**config.mk**
```make
export PLATFORM = sky130hd
export DESIGN_NAME = demux_l2
export DESIGN_NICKNAME = d
export VERILOG_FILES = /design/src/rtl/demux_l2.sv
export SDC_FILE = /design/constraint.sdc
export NUM_CORES = 1
export LEC_CHECK = 0
export BUFFER_PORTS_ARGS = -buffer_cell sky130_fd_sc_hd__buf_2
export CORE_UTILIZATION = 30
export CTS_CLUSTER_DIAMETER = 30
export DETAILED_ROUTE_END_ITERATION = 6
export PLACE_DENSITY = 0.64
export SETUP_SLACK_MARGIN = 0.5
export SLEW_MARGIN = 20
export SYNTH_ARGS = -nofsm -noshare
export SYNTH_HDL_FRONTEND = slang
export SYNTH_SLANG_ARGS = --single-unit
```
**constraint.sdc**
```tcl
create_clock -name clk_2f -period 1.5 [get_ports clk_2f]
set_input_delay 0.075 -clock clk_2f [delete_from_list [all_inputs] [get_ports clk_2f]]
set_output_delay 0.075 -clock clk_2f [all_outputs]
set_load 0.01 [all_outputs]
```
**src/rtl/demux_l2.sv**
```systemverilog
// demux_l2: receive-side lane splitter for the layer-2 single-lane link.
// Deals each valid input word alternately onto lane 0 and lane 1, with a
// pair-complete strobe and an odd-word error flag raised by flush.
module demux_l2 #(
  parameter int unsigned WIDTH     = 8,
  parameter bit          HOLD_LAST = 1'b1
) (
  input  logic             clk_2f,
  input  logic             reset,
  input  logic [WIDTH-1:0] Entrada,
  input  logic             validEntrada,
  input  logic             flush,
  output logic [WIDTH-1:0] Salida0,
  output logic             validSalida0,
  output logic [WIDTH-1:0] Salida1,
  output logic             validSalida1,
  output logic             par_valid,
  output logic             err_impar,
  output logic             lane_sel
);

  // Lane pointer: which lane receives the next valid word.
  typedef enum logic {
    ESPERA0 = 1'b0,
    ESPERA1 = 1'b1
  } state_e;

  state_e           state_q, state_d;
  state_e           ptr;
  logic [WIDTH-1:0] salida0_q, salida0_d;
  logic [WIDTH-1:0] salida1_q, salida1_d;
  logic [WIDTH-1:0] idle0, idle1;
  logic             valid0_q, valid0_d;
  logic             valid1_q, valid1_d;
  logic             par_q, par_d;
  logic             err_q, err_d;

  // State and output registers; reset drops any pending half-pair silently.
  always_ff @(posedge clk_2f or posedge reset) begin
    if (reset) begin
      state_q   <= ESPERA0;
      salida0_q <= '0;
      salida1_q <= '0;
      valid0_q  <= 1'b0;
      valid1_q  <= 1'b0;
      par_q     <= 1'b0;
      err_q     <= 1'b0;
    end else begin
      state_q   <= state_d;
      salida0_q <= salida0_d;
      salida1_q <= salida1_d;
      valid0_q  <= valid0_d;
      valid1_q  <= valid1_d;
      par_q     <= par_d;
      err_q     <= err_d;
    end
  end

  // Next-state and lane routing; flush realigns the pointer before routing.
  always_comb begin
    ptr       = flush ? ESPERA0 : state_q;
    idle0     = HOLD_LAST ? salida0_q : '0;
    idle1     = HOLD_LAST ? salida1_q : '0;
    state_d   = ptr;
    salida0_d = idle0;
    salida1_d = idle1;
    valid0_d  = 1'b0;
    valid1_d  = 1'b0;
    par_d     = 1'b0;
    err_d     = flush && (state_q == ESPERA1);

    if (validEntrada) begin
      if (ptr == ESPERA0) begin
        salida0_d = Entrada;
        valid0_d  = 1'b1;
        state_d   = ESPERA1;
      end else begin
        // ptr can only be ESPERA1 when flush is low, so the pair is genuine.
        salida1_d = Entrada;
        valid1_d  = 1'b1;
        par_d     = 1'b1;
        state_d   = ESPERA0;
      end
    end
  end

  assign Salida0      = salida0_q;
  assign Salida1      = salida1_q;
  assign validSalida0 = valid0_q;
  assign validSalida1 = valid1_q;
  assign par_valid    = par_q;
  assign err_impar    = err_q;
  assign lane_sel     = (state_q == ESPERA1);

endmodule

```
### Word-level counts from Yosys, hierarchy flattened

Index checks and enable logic that the tools add are counted.

* bits in registers: 20
* bits of input ports: 12

* mux-type cells: 6
* bitwise operators: 1
* reductions and logical operators: 3

Operator list (count)
* $mux 1: 6
* $reduce_and 2->1: 2
* $logic_and 1x1->1: 1
* $not 1->1: 1

### Depth between registers and ports, before layout

Gate-level depths: netlist of run 1.

* depth in word-level cells: 3
* gate-level depth with buffers: 4
* gate-level depth less buffers: 3

### Least setup slack after synthesis of run 1

No wires, ideal clock.

* path type: reg-to-reg
* from: register state_q, in the netlist lane_sel
* to: register salida1_q[0], in the netlist Salida1[0]
* arrival: 1.164 ns
* required time: 1.375 ns
* slack: 0.211 ns
* stages on the path, launching flop included: 5
* buffers on the path: 1
* cells stage by stage: dfrtp_1 nor2b_1 ha_1 buf_6 mux2_4

* word-level cells in the longest chain between the ends: 2

Ends and longest elaborated chain
* start, declared: line 28 `state_e state_q, state_d;`
* start signal, assigned: line 49 `state_q <= state_d;`
* $mux 1: line 61 `ptr = flush ? ESPERA0 : state_q;`
* $reduce_and 2->1 (no source line)
* end signal, assigned: line 51 `salida1_q <= salida1_d;`
* end, declared: line 31 `logic [WIDTH-1:0] salida1_q, salida1_d;`

No other way between the ends.
A chain may end at the register's enable or synchronous reset.

### Worst setup path in the final report of run 1

* from: register state_q, in the netlist lane_sel
* to: register salida0_q[1], in the netlist Salida0[1]

* word-level cells in the longest chain between the ends: 3

Ends and longest elaborated chain
* $mux 1: line 61
* $not 1->1 (no source line)
* $reduce_and 2->1 (no source line)
* end signal, assigned: line 50 `salida0_q <= salida0_d;`
* end, declared: line 30 `logic [WIDTH-1:0] salida0_q, salida0_d;`

No other way between the ends.

==> impl_metrics.ini, run 1 <==
[run_status]
status = finished clean

[finish]
final_cells = 115
drive_gt1_frac = 0.718
layout.nets = 100
diodes = 0
area_delta_synth_final_pct = 36.2

[yosys]
ys_types = 9
synth_common_cells = dfrtp_1, mux2_4, buf_6, ha_1, inv_1
synth_area_um2 = 822
synth.most_common_cell = dfrtp_1
synth_enable_flop_cells = 0
yosysWarnings = 0
postSynthCellCount = 46
synth_seq_cells = 20
synth-seq-area-share = 0.609
synth_largest_area_cell = dfrtp_1
synth_area_leaders = dfrtp_1, mux2_4, ha_1
syn_area_per_cell_um2 = 17.9
synth_fp_nets = 60
synth_ff_type = dfrtp_1
netlist.area_leader.share = 0.609
synthArstFlopShare = 1.00

[worst_setup_path]
critPathMaxFanout = 4
r2r_setup_slack_ns = 0.25
startpoint_type = flop
timing.rr.start = lane_sel
endpoint_kind = flop
critPathSlowestCell = dfrtp_1
r2r_cells = 4
crit_chain = nand2b_1 > ha_2 > buf_4 > mux2_4
critPathKind = flop to flop
cp.required_ns = 1.69
endpoint = Salida0[1]
max_stage_delay_ns = 0.40
crit_path_start = lane_sel
reg2reg_to = Salida0[1]
crit_arrival_ns = 1.44

[place]
place_congestion = 0.598
io_buffers = 32
hpwl_um = 1060
dp.cells = 107

[timing]
maxSlewHeadroom = 0.722
drv_slew = 0
fmax_mhz = 802
worst_pin_slew_ns = 0.416
period_share = 0.831
tns_ns = 0
rsz0062_at_grt = true
fin_worst_skew_ns = 0.00432
fin_crit_ns = 1.25
finalSetupViolCount = 0
finalHoldViolCount = 0
fin_hold_ws_ns = 0.0244

[grt]
grt_max_degree = 21
first_global_vias = 451
track_usage = 0.117
grt_overflow = 0
grt_pass1_wl_um = 2260
antenna_found_initial = 0

[routing]
wl_per_cell_um = 13.2
wl_met1_um = 640
met3_length_um = 98
ant_nets = 0
first_pass_iters = 3
drc = 0
wl_um = 1520
vias_per_cell = 4.18
top_layer = met4
dr_wl_met2_um = 764
drtIter0Drc = 2
vias = 481

[floorplanning]
initial_core_util = 0.326
die_y_um = 54.3
dieArea_um2 = 2950
die_w_um = 54.3
ios = 33
num_rows = 18
core_area_um2 = 2520

[clocking]
cts_root_buf = clkbuf_4
numCtsBuffers = 3
htreeDepth = 1
cts_sinks = 20
clk_path_buf_depth = 2
cts_tree = built
clk_latency_ns = 0.29
clk_pin_slew_ns = 0.10

[pwr]
seq_power_share = 0.493
intPower_mw = 1.05
power_leakage_nw = 0.575
clkPwrFrac = 0.209
power.total_mw = 1.42
powerDensity_nw_per_um2 = 1270
vdd_drop_max_mv = 0.923
swShare = 0.263
p_comb_frac = 0.299
net-switching-power_mw = 0.374

[worst_hold_path]
holdCritPathClass = input pin to flop

[job]
cap_violations = 0
==> worst max-delay path: cells and delay by family, from the launching register on <==
kind          cells  cell delay [ns]
flops             1             0.40
mux               1             0.29
fa+ha+maj         1             0.20
buf+inv           1             0.15
simple gates      1             0.10
==> cell usage in the layout, fill, tap and decap left out, drive strengths merged <==
master,n
nor2b,1
ha,2
clkbuf,4
dlygate4sd3,1
and2,1
clkinvlp,1
mux2,16
inv,1
buf,37
nand2b,1
dfrtp,20
==> cell type report <==
cell class / count / area [µm²]
multi-input cells: 21 / 307
repair buffers: 38 / 228
clock buffers: 4 / 36.3
inverters: 2 / 11.3
fillers: 242 / 1400
flip-flops and latches: 20 / 500
well taps: 30 / 37.5
==> power by group through the flow <==
stage / clock network [mW] / logic [mW] / registers [mW]
floorplan: 0 / 0.193 / 0.763
global placement: 0 / 0.389 / 0.714
detailed placement: 0 / 0.396 / 0.711
CTS: 0.312 / 0.424 / 0.702
global route: 0.336 / 0.464 / 0.718
finish: 0.296 / 0.425 / 0.700
==> layer usage <==
metal  vias up  GRT usage
met5         -          0
met1       231      0.157
met4         0     0.0256
met3         2     0.0500
met2        16      0.175
li1        232          -
==> through the flow <==
step	cell area, µm²	setup slack, ns	utilization
global route	1120	0.211	0.444
global placement	1010	0.203	0.399
finish	1120	0.253	0.444
detailed placement	1010	0.158	0.399
floorplan	825	0.218	-
CTS	1110	0.218	0.439
==> state kept, by name, indices dropped and copies added, names as in the netlist <==
| register | count |
|---|---|
| Salida0 | 8 |
| Salida1 | 8 |
| err_impar | 1 |
| lane_sel | 1 |
| par_valid | 1 |
| validSalida0 | 1 |
==> logic make-up (layout without fill, tap and decap cells) <==
family | count (synthesis) | count (layout) | share of synthesized area
simple gates | 3 | 3 | 0.0228
buf+inv | 5 | 44 | 0.0457
mux | 16 | 16 | 0.292
fa+ha+maj | 2 | 2 | 0.0304
flops | 20 | 20 | 0.609
==> worst min-delay path by stage <==
stage | start | slack (ns) | to | depth (start not counted)
2_1_floorplan | reset | 0.04 | Salida0[0] | 1
3_3_place_gp | reset | 0.23 | Salida0[0] | 2
3_5_place_dp | reset | 0.23 | Salida0[0] | 2
4_1_cts | Entrada[1] | 0.01 | Salida0[1] | 2
5_1_grt | Entrada[6] | 0.004 | Salida0[6] | 2
6_report | Entrada[1] | 0.02 | Salida0[1] | 2
==> repair_timing <==
item | in CTS | in global routing
pin swaps | 1 | 2
hold buffers | 1 | 0
hold endpoints to repair | 20 | 0
setup endpoints to repair | 17 | 36
gates resized for setup | 7 | 1
setup buffers | 2 | 1
No activity file was read; power rests on OpenSTA's default activity.
==> inputs of run 2 (changes only) <==
- ABC_AREA: unset -> 1
- PLACE_DENSITY: 0.64 -> 0.67
- clock period: 1.5 -> 1 ns (I/O delays scaled with it)
==> impl_metrics.ini, run 2 <==
[place]
place_congestion = 0.710
dp.cells = 142
io_buffers = 32
hpwl_um = 1130

[pwr]
vdd_drop_max_mv = 1.04
power_leakage_nw = 0.696
seq_power_share = 0.476
powerDensity_nw_per_um2 = 1790
p_comb_frac = 0.314
swShare = 0.293
clkPwrFrac = 0.209
power.total_mw = 2.15
intPower_mw = 1.52
net-switching-power_mw = 0.631

[worst_setup_path]
critPathKind = flop to flop
endpoint_kind = flop
startpoint_type = flop
crit_arrival_ns = 1.23
critPathMaxFanout = 7
cp.required_ns = 1.19

[yosys]
synth_ff_type = dfrtp_1
synth_fp_nets = 96
syn_area_per_cell_um2 = 9.38
synthArstFlopShare = 1.00
synth_area_um2 = 769
synth_enable_flop_cells = 0
synth.most_common_cell = nand2_1
synth-seq-area-share = 0.650
netlist.area_leader.share = 0.650
synth_area_leaders = dfrtp_1, nand2_1, ha_1
yosysWarnings = 0
synth_seq_cells = 20
synth_common_cells = nand2_1, dfrtp_1, inv_1
ys_types = 8
synth_largest_area_cell = dfrtp_1
postSynthCellCount = 82

[timing]
fin_hold_ws_ns = -0.239
maxSlewHeadroom = 0.834
finalSetupViolCount = 17
drv_slew = 0
finalHoldViolCount = 28
worst_pin_slew_ns = 0.249
fin_crit_ns = 1.05
fin_worst_skew_ns = 0.00223
period_share = 1.05
rsz0062_at_grt = true
fin_ws_ns = -0.0470
fmax_mhz = 955

[clocking]
cts_sinks = 20
htreeDepth = 1
cts_root_buf = clkbuf_4
clk_pin_slew_ns = 0.11
numCtsBuffers = 3
cts_tree = built
clk_latency_ns = 0.28
clk_path_buf_depth = 2

[routing]
wl_per_cell_um = 10.4
drtIter0Drc = 9
ant_nets = 0
vias = 647
drc = 0
vias_per_cell = 4.07
wl_um = 1660
first_pass_iters = 4

[grt]
track_usage = 0.124
grt_pass1_wl_um = 2570
grt_overflow = 0
first_global_vias = 571
antenna_found_initial = 0
grt_max_degree = 21

[floorplanning]
initial_core_util = 0.332
die_y_um = 52.6
core_area_um2 = 2320
dieArea_um2 = 2770
die_w_um = 52.6
num_rows = 17
ios = 33

[finish]
final_cell_mix = nand2_1, buf_2, dfrtp_1, buf_4, nand2_2
area_delta_synth_final_pct = 55.8
final_common_cell = nand2_1
final_cells = 159
layout.nets = 146
diodes = 0
drive_gt1_frac = 0.550

[worst_hold_path]
holdCritPathClass = input pin to asynchronous set/reset pin

[run_status]
violations = negative hold slack, negative setup slack
status = complete, but fails checks

[job]
cap_violations = 0
run 2: cell count changes in the layout (fill, tap and decap cells not counted), moves of 2 or more:
cell     previous run  this run
nand2_1             0        37
mux2_4             16         0
buf_4               2        13
nand2_2             0        11
inv_2               0         3
buf_2              32        30
buf_6               2         4
run 2: power groups by stage:
| stage | clock (mW) | combinational [mW] | sequential, mW |
|---|---|---|---|
| global placement | 0 | 0.465 | 1.04 |
| detailed placement | 0 | 0.475 | 1.04 |
| global route | 0.511 | 0.736 | 1.04 |
| finish | 0.451 | 0.676 | 1.02 |
| floorplan | 0 | 0.179 | 1.11 |
| CTS | 0.463 | 0.589 | 1.02 |
run 2: critical path, stage by stage, from the launching register on:
cell and delay [ns]:
dfrtp_1 0.41, inv_2 0.07, nor2_4 0.04, ha_4 0.18, buf_12 0.14, nand2_2 0.05, nand2_1 0.05
run 2: layout make-up:
class,instances,area [µm²]
clock buffer,4,36.3
timing repair buffer,48,313
fill,229,1120
inverter,7,33.8
sequential,20,500
multi-input combinational,52,280
tap,28,35.0
run 2: routing by layer:
| metal | share of wire | GRT usage | vias up |
|---|---|---|---|
| met5 | 0 | 0 | - |
| met4 | 0 | 0.0132 | 0 |
| met3 | 0.066 | 0.0290 | 0 |
| met2 | 0.49 | 0.203 | 20 |
| met1 | 0.44 | 0.172 | 291 |
| li1 | - | - | 336 |
run 2: kinds of logic after synthesis:
family / after synthesis / share of synthesized area
fa+ha+maj: 2 / 0.0325
buf+inv: 10 / 0.0732
flops: 20 / 0.650
simple gates: 50 / 0.244
run 2: worst paths after layout:
kind                            start          to  slack, ns  cells past startpoint
min in group clk_2f        Entrada[1]  Salida1[1]      -0.02                      3
max                          lane_sel  Salida1[2]      -0.05                      6
max in group asynchronous       reset  Salida0[5]       1.04                      3
min                             reset   err_impar      -0.24                      3
min reg2reg                Salida0[5]  Salida0[5]       0.48                      2
max reg2reg                  lane_sel  Salida1[2]      -0.05                      6
run 2: repair_timing:
action / CTS / global route
pin swaps: 11 / 2
setup buffers: 7 / 6
endpoints found under the setup margin: 41 / 41
gates resized for setup: 14 / 10
hold endpoints to repair: 34 / 33
gates cloned: 0 / 0
run 2: through the flow:
stage / setup TNS (ns) / instance area (µm²) / setup WS, ns / hold WS (ns) / utilization
floorplan: -1.97 / 786 / -0.126 / 0.0138 / -
global placement: -0.824 / 982 / -0.0652 / 0.0801 / 0.424
detailed placement: -1.35 / 982 / -0.0971 / 0.0877 / 0.424
CTS: -0.460 / 1120 / -0.0387 / -0.238 / 0.483
global route: -1.45 / 1200 / -0.113 / -0.219 / 0.517
finish: -0.580 / 1200 / -0.0470 / -0.239 / 0.517
==> inputs of run 3 (changes only) <==
- SETUP_SLACK_MARGIN: 0.5 -> 0.15
==> impl_metrics.ini, run 3 (synthesized netlist as in run 2, its figures left out) <==
[routing]
ant_nets = 0
drtIter0Drc = 16
drc = 0
wl_per_cell_um = 11.3
wl_um = 1850
vias_per_cell = 4.43
first_pass_iters = 4
vias = 727

[finish]
stdcell_area_um2 = 1270
layout.nets = 152
final_common_cell = nand2_1
final_cell_mix = nand2_1, buf_2, dfrtp_1, buf_4, dlygate4sd3_1
diodes = 0
drive_gt1_frac = 0.500
area_delta_synth_final_pct = 64.7

[pwr]
power_leakage_nw = 0.737
vdd_drop_max_mv = 1.06
power.total_mw = 2.09
powerDensity_nw_per_um2 = 1650

[worst_setup_path]
r2r_setup_slack_ns = -0.04
crit_arrival_ns = 1.28
cp.required_ns = 1.24
critPathKind = flop to flop
startpoint_type = flop
reg2reg_to = Salida0[5]
timing.rr.start = lane_sel
endpoint_kind = flop
critPathMaxFanout = 10
r2r_cells = 7

[grt]
first_global_vias = 713
antenna_found_initial = 0
grt_max_degree = 21
track_usage = 0.145
grt_overflow = 0
grt_pass1_wl_um = 2860

[worst_hold_path]
hold_path_depth = 3
holdCritPathClass = input pin to flop
min_to = lane_sel
hp-start = validEntrada

[timing]
fmax_mhz = 960
fin_crit_ns = 1.04
fin_ws_ns = -0.0413
finalHoldViolCount = 0
fin_hold_ws_ns = 0.0994
period_share = 1.04
tns_ns = -0.359
drv_slew = 0
fin_worst_skew_ns = 0.00588
maxSlewHeadroom = 0.837
finalSetupViolCount = 16
worst_pin_slew_ns = 0.245
rsz0062_at_grt = true

[place]
post_dp_cell_area_um2 = 982
hpwl_um = 1280
place_congestion = 0.819
io_buffers = 32

[run_status]
status = complete, but fails checks
violations = negative setup slack

[floorplanning]
core_area_um2 = 2320
initial_core_util = 0.332
die_y_um = 52.6
num_rows = 17
die_w_um = 52.6
dieArea_um2 = 2770
ios = 33

[clocking]
clk_pin_slew_ns = 0.11
clk_path_buf_depth = 2
htreeDepth = 1
cts_tree = built
cts_root_buf = clkbuf_4
clk_latency_ns = 0.30
numCtsBuffers = 3
cts_sinks = 20

[job]
cap_violations = 0
run 3: power by group:
| part | total [mW] | switching [mW] | internal [mW] |
|---|---|---|---|
| logic | 0.691 | 0.337 | 0.355 |
| clock network | 0.368 | 0.228 | 0.140 |
| registers | 1.03 | 0.0761 | 0.952 |
run 3: what timing repair did:
item	in CTS	in global routing
hold endpoints to repair	34	0
setup endpoints to repair	39	39
setup buffers	8	1
pin swaps	11	1
hold buffers	10	0
resized for setup	17	9
cloned	0	0
run 3: per-layer routing:
layer	share of wire	global-route usage	vias up
li1	-	-	352
met1	0.43	0.183	345
met4	0.017	0.0658	0
met5	0	0	-
met3	0.061	0.0319	5
met2	0.49	0.234	25
run 3: through the flow:
stage	util	worst slack, ns	std cells
after global placement	0.424	-0.0819	142
after global routing	0.547	-0.145	164
after floorplan	-	-0.126	82
after detailed placement	0.424	-0.123	142
after CTS	0.528	-0.0789	163
final	0.547	-0.0413	164
run 3: layout make-up:
cell class,count,area (µm²)
clock buffer,3,22.5
fill,213,1050
inverter,7,31.3
multi-input combinational,52,303
sequential,20,500
tap,28,35.0
timing repair buffer,54,375
run 3: worst max-delay path by stage:
stage / start / end / slack [ns] / cells after the start
floorplan: lane_sel / Salida0[0] / -0.13 / 8
global placement: lane_sel / Salida0[1] / -0.08 / 7
detailed placement: lane_sel / Salida0[5] / -0.12 / 7
CTS: lane_sel / Salida0[5] / -0.08 / 7
global route: lane_sel / Salida0[1] / -0.14 / 7
finish: lane_sel / Salida0[5] / -0.04 / 7
run 3: critical path, cell delays in order, from the launching register on:
cell	delay [ns]
dfrtp_1	0.37
inv_2	0.05
nor2_4	0.11
inv_2	0.06
ha_4	0.20
inv_4	0.09
nand2_1	0.05
nand2_1	0.07
